==> src/rtl/rate_mult_seq_stage.sv <==
// rtl/rate_mult_seq_stage.sv - sequential stage around an 8-bit binary rate multiplier cone
//
// Holds the X counter, registers the Z pulse, loads the C rate word over a
// valid/ready handshake (applied only at frame wrap) and counts rate pulses per frame.
//
// Ports:
//   clk          rising-edge clock
//   rst_n        asynchronous active-low reset
//   en           count enable; counter and Z active only when high
//   rate_valid   new rate word offered
//   rate_ready   stage can accept a rate word (low while a shadow word is pending)
//   rate_data    C[WIDTH:0], bit 0 = C_0
//   x_state      current counter X, bit 0 = X_1
//   z_out        registered Z pulse, aligned to the X value before its increment
//   frame_done   one-cycle pulse when a frame has just completed
//   frame_count  rate pulses counted in the last completed frame
module rate_mult_seq_stage #(
  parameter int WIDTH = 8,
  parameter int CNT_W = 9
) (
  input  logic             clk,
  input  logic             rst_n,
  input  logic             en,
  input  logic             rate_valid,
  output logic             rate_ready,
  input  logic [WIDTH:0]   rate_data,
  output logic [WIDTH-1:0] x_state,
  output logic             z_out,
  output logic             frame_done,
  output logic [CNT_W-1:0] frame_count
);

  typedef enum logic [1:0] {IDLE, RUN, PEND} state_t;

  state_t           state_q, state_d;
  logic [WIDTH:0]   c_act, c_shd;
  logic [WIDTH-1:0] x_q, x_inc;
  logic [CNT_W-1:0] acc, frame_count_q;
  logic             z_q, done_q;
  logic             active, hs, wrap;
  logic             c0_term, ck_term, z;
  logic [CNT_W-1:0] terms;

  assign active = (state_q != IDLE);
  assign hs     = rate_valid & rate_ready;
  assign wrap   = active & en & (&x_q);

  // Ripple toggle chain: X_k toggles when en and all lower bits are 1.
  always_comb begin
    logic carry;
    carry = en;
    x_inc = x_q;
    for (int i = 0; i < WIDTH; i++) begin
      x_inc[i] = x_q[i] ^ carry;
      carry    = carry & x_q[i];
    end
  end

  // C_k selected by the lowest set bit of X; X=0 selects nothing.
  always_comb begin
    logic found;
    found   = 1'b0;
    ck_term = 1'b0;
    for (int k = 1; k <= WIDTH; k++) begin
      if (!found && x_q[k-1]) begin
        ck_term = en & c_act[k];
        found   = 1'b1;
      end
    end
  end

  assign c0_term = en & c_act[0];
  assign z       = c0_term | ck_term;

  // The frame tally counts each contributing rate term separately, so a cycle
  // where both C_0 and C_k hit adds two; this gives 256*C_0 + sum C_k*2**(8-k).
  assign terms = {{(CNT_W-1){1'b0}}, c0_term} + {{(CNT_W-1){1'b0}}, ck_term};

  always_comb begin
    state_d    = state_q;
    rate_ready = 1'b1;
    case (state_q)
      IDLE: if (hs) state_d = RUN;
      RUN:  if (hs) state_d = PEND;
      PEND: begin
        rate_ready = 1'b0;
        if (wrap) state_d = RUN;
      end
      default: state_d = IDLE;
    endcase
  end

  always_ff @(posedge clk or negedge rst_n) begin
    if (!rst_n) begin
      state_q       <= IDLE;
      c_act         <= '0;
      c_shd         <= '0;
      x_q           <= '0;
      acc           <= '0;
      frame_count_q <= '0;
      z_q           <= 1'b0;
      done_q        <= 1'b0;
    end else begin
      state_q <= state_d;
      if (state_q == IDLE && hs) c_act <= rate_data;
      // A word accepted on the wrap edge itself only waits for the next wrap.
      if (state_q == RUN && hs) c_shd <= rate_data;
      if (state_q == PEND && wrap) c_act <= c_shd;
      if (active) begin
        x_q <= x_inc;
        z_q <= z;
        if (wrap) begin
          frame_count_q <= acc + terms;
          acc           <= '0;
          done_q        <= 1'b1;
        end else begin
          acc    <= acc + terms;
          done_q <= 1'b0;
        end
      end else begin
        z_q    <= 1'b0;
        done_q <= 1'b0;
      end
    end
  end

  assign x_state     = x_q;
  assign z_out       = z_q;
  assign frame_done  = done_q;
  assign frame_count = frame_count_q;

endmodule

==> config.mk <==
export PLATFORM = sky130hd
export DESIGN_NAME = rate_mult_seq_stage
export DESIGN_NICKNAME = d
export VERILOG_FILES = /design/src/rtl/rate_mult_seq_stage.sv
export SDC_FILE = /design/constraint.sdc
export NUM_CORES = 1
export LEC_CHECK = 0
export ABC_AREA = 1
export CORE_AREA = 2 2 74 76
export CTS_BUF_LIST = sky130_fd_sc_hd__clkbuf_4 sky130_fd_sc_hd__clkbuf_8
export DETAILED_ROUTE_END_ITERATION = 7
export DIE_AREA = 0 0 76 78
export PLACE_DENSITY = 0.72
export SLEW_MARGIN = 10
export SYNTH_ARGS = -nofsm -noshare
export SYNTH_HDL_FRONTEND = slang
export SYNTH_SLANG_ARGS = --single-unit
export TNS_END_PERCENT = 1
==> constraint.sdc <==
create_clock -name clk -period 1.8 [get_ports clk]
set_input_delay 0.36 -clock clk [delete_from_list [all_inputs] [get_ports clk]]
set_output_delay 0.36 -clock clk [all_outputs]
set_load 0.01 [all_outputs]
==> metrics.md <==
| Metric | Value |
|---|---|
| Slew Limit Fails | `0` |
| RSZ-0062 raised after global routing | `true` |
| Hold Slack | `-8.079 ps` |
| Max_cap viols | `0` |
| Antenna cells | `0` |
| Initial Utilization | `0.4695` |
| Global-route wire length before repair | `9.342 mm` |
| Multi-input gate area | `1177 um2` |
| Row count | `26` |
| DRT iter0 DRCs | `128` |
| Crit path capture type | `register` |
| Synth Flop Type | `dfrtp_1` |
| Vias | `1993` |
| Final hold violations | `6` |
| Post-route cell area | `3309 um2` |
| Leakage power | `1.657 nW` |
| Ys Warns | `0` |
| Violated checks | `negative hold slack, negative setup slack` |
| Avg Cell Area, Syn | `8.485 um2` |
| RR Startpoint | `x_state[0]$_DFFE_PN0N_` |
| # nets final | `368` |
| Worst Hold Class | `input pin to asynchronous set/reset pin` |
| Core Area | `5042 um2` |
| Top cells by count, synth | `nand2_1 (92), dfrtp_1 (48), inv_1 (38), o21ai_0 (25), nor2_1 (18)` |
| Total gr overflow | `0` |
| Main area contributors after synthesis | `dfrtp_1 (51%), nand2_1 (15%), inv_1 (6.0%)` |
| Startpoint types | `register` |
| Total negative slack | `-2419 ps` |
| Crit Path Max Fanout | `4` |
| CTS Buffer Depth | `2` |
| Clk_lat worst skew | `300 ps` |
| Most common cell in the netlist | `nand2_1` |
| Total Power | `4.886 mW` |
| Layout cells sized above 1 | `0.2543` |
| Post-Synthesis Net Count | `301` |
| Seq cells post-synth | `48` |
| Drt total wl | `5.251 mm` |
| Status | `complete, but fails checks` |
| Vias in the first global route | `2021` |
| CTS Buf Count | `5` |
| Critical path class | `register to register` |
| Initial antenna violation count | `0` |
| Largest net degree at the start of global routing | `31` |
| Worst slew pin tran | `462.8 ps` |
| Clk pin slew, worst setup/hold paths | `90 ps` |
| Clock Skews | `5.909 ps` |
| Avg WL per Cell | `12.62 um` |
| Max Freq | `0.5025 GHz` |
| Vias per cell | `4.791` |
| VDD IR max | `810.0 uV` |
| Synthesized instance count | `279` |
| I/O Pins | `33` |
| Root Buffer | `clkbuf_8` |
| FF+latch area | `1206 um2` |
| Final setup viols | `16` |
| CP startpoint | `x_state[0]$_DFFE_PN0N_` |
| Area post-placement | `3059 um2` |
| Arr. time, crit path | `2240 ps` |
| Top-area cell type share of the netlist area | `0.5074` |
| R2R cell count | `13` |
| Period utilization | `1.106` |
| CTS tree | `built` |
| Routability cong. | `0.8232` |
| H-tree lvl count | `2` |
| # DRC | `0` |
| Total GRT Usage | `0.1963` |
| Area grow syn2layout | `39.80%` |
| Fillcell total | `404` |
| Setup WS post-layout | `-190.2 ps` |
| Die Area | `5928 um2` |
| Detail Route Antenna Nets | `0` |
| PD cells | `1476 nW/um2` |
| Max-slew headroom | `0.6915` |
| Hold-fix buffer count after cts | `0` |
| Worst path required time | `2050 ps` |
| Clock period minus worst slack | `1990 ps` |
| Die width | `76 um` |
| Synth area leader | `dfrtp_1` |
| Pre-antenna DRT Iters | `4` |
| Clock Sink Count | `48` |
| Die height | `78 um` |
| I/O Buffers | `32` |
| Synth cell types | `29` |
| Ys async rst share | `1.000` |
| Post-synthesis sequential area ratio | `0.5074` |
| Placed wire-length estimate | `3.739 mm` |
| Synth Cell Area | `2367 um2` |
| Number of synthesized flops with an enable pin | `0` |
cells by family after synthesis:
kind of cell | count (synthesis) | share of synthesized area
buf+inv | 42 | 0.06924
simple gates | 137 | 0.2574
xor+xnor | 6 | 0.02220
fa+ha+maj | 9 | 0.05074
mux | 3 | 0.01427
flops | 48 | 0.5074
compound gates | 34 | 0.07875
flip-flops by register name, indices dropped and copies added, names as in the netlist:
| name | cells |
|---|---|
| acc | 9 |
| frame_done | 1 |
| c_act | 9 |
| z_out | 1 |
| state_q | 2 |
| c_shd | 9 |
| frame_count | 9 |
| x_state | 8 |
report_power, final:
group          total [mW]  leakage (nW)  switching, mW  internal (mW)
logic                2.26          1.01           1.18           1.08
registers            1.85         0.595          0.357           1.49
clock network       0.779        0.0547          0.357          0.423
placed cells by master, fill, tap and decap left out, drive strengths merged, types with 3 or more instances in the layout:
| master | instances |
|---|---|
| dfrtp | 48 |
| nand4 | 4 |
| buf | 33 |
| o21ai | 30 |
| nand2 | 94 |
| nand3 | 14 |
| xor2 | 4 |
| dlygate4sd2 | 3 |
| clkbuf | 6 |
| nor2 | 23 |
| mux2 | 3 |
| clkdlybuf4s50 | 26 |
| inv | 38 |
| ha | 8 |
final timing paths:
path	slack, ps	to
max in group asynchronous	1290	acc[0]$_DFFE_PN0N_
hold reg to reg	480	frame_count[7]$_DFFE_PN0P_
setup / recovery	-190	frame_count[8]$_DFFE_PN0P_
setup reg to reg	-190	frame_count[8]$_DFFE_PN0P_
min in group clk	480	frame_count[7]$_DFFE_PN0P_
hold / removal	-8	c_shd[2]$_DFFE_PN0P_
what timing repair did:
| action | CTS | global route |
|---|---|---|
| endpoints found under the hold margin | 0 | 0 |
| endpoints found under the setup margin | 21 | 21 |
| pin swaps | 9 | 9 |
| resized for setup | 19 | 15 |
| buffers inserted | 2 | 3 |
stage by stage:
| stage | utilization | std cells | setup WS (ps) |
|---|---|---|---|
| 2_1_floorplan | - | 279 | -54.67 |
| 3_3_place_gp | 0.6067 | 404 | -541.5 |
| 3_5_place_dp | 0.6067 | 404 | -606.2 |
| 4_1_cts | 0.6395 | 413 | -203.9 |
| 5_1_grt | 0.6563 | 416 | -349.0 |
| 6_report | 0.6563 | 416 | -190.2 |
critical path: stages, from the launching register on:
cell	delay, ps
dfrtp_2	460
buf_4	150
buf_4	130
nand3_2	60
nand3_2	100
fa_2	380
ha_4	180
nand2_4	90
inv_1	60
nand4_1	90
nand2_1	70
nand2_2	60
nand2_1	50
nand2_1	50
layer usage:
metal / vias up / global-route usage / share of wire
li1: 1014 / - / -
met1: 925 / 0.2562 / 0.47
met2: 48 / 0.3259 / 0.48
met3: 6 / 0.04070 / 0.040
met4: 0 / 0.07091 / 0.012
met5: - / 0 / 0
cell type report:
class / count / share of cell area
clock inverter: 1 / 0.009074
sequential: 48 / 0.3645
inverter: 38 / 0.04310
tap: 70 / 0.02647
multi-input combinational: 189 / 0.3558
clock buffer: 6 / 0.02306
timing repair buffer: 64 / 0.1781
No activity file was read; power rests on OpenSTA's default activity.
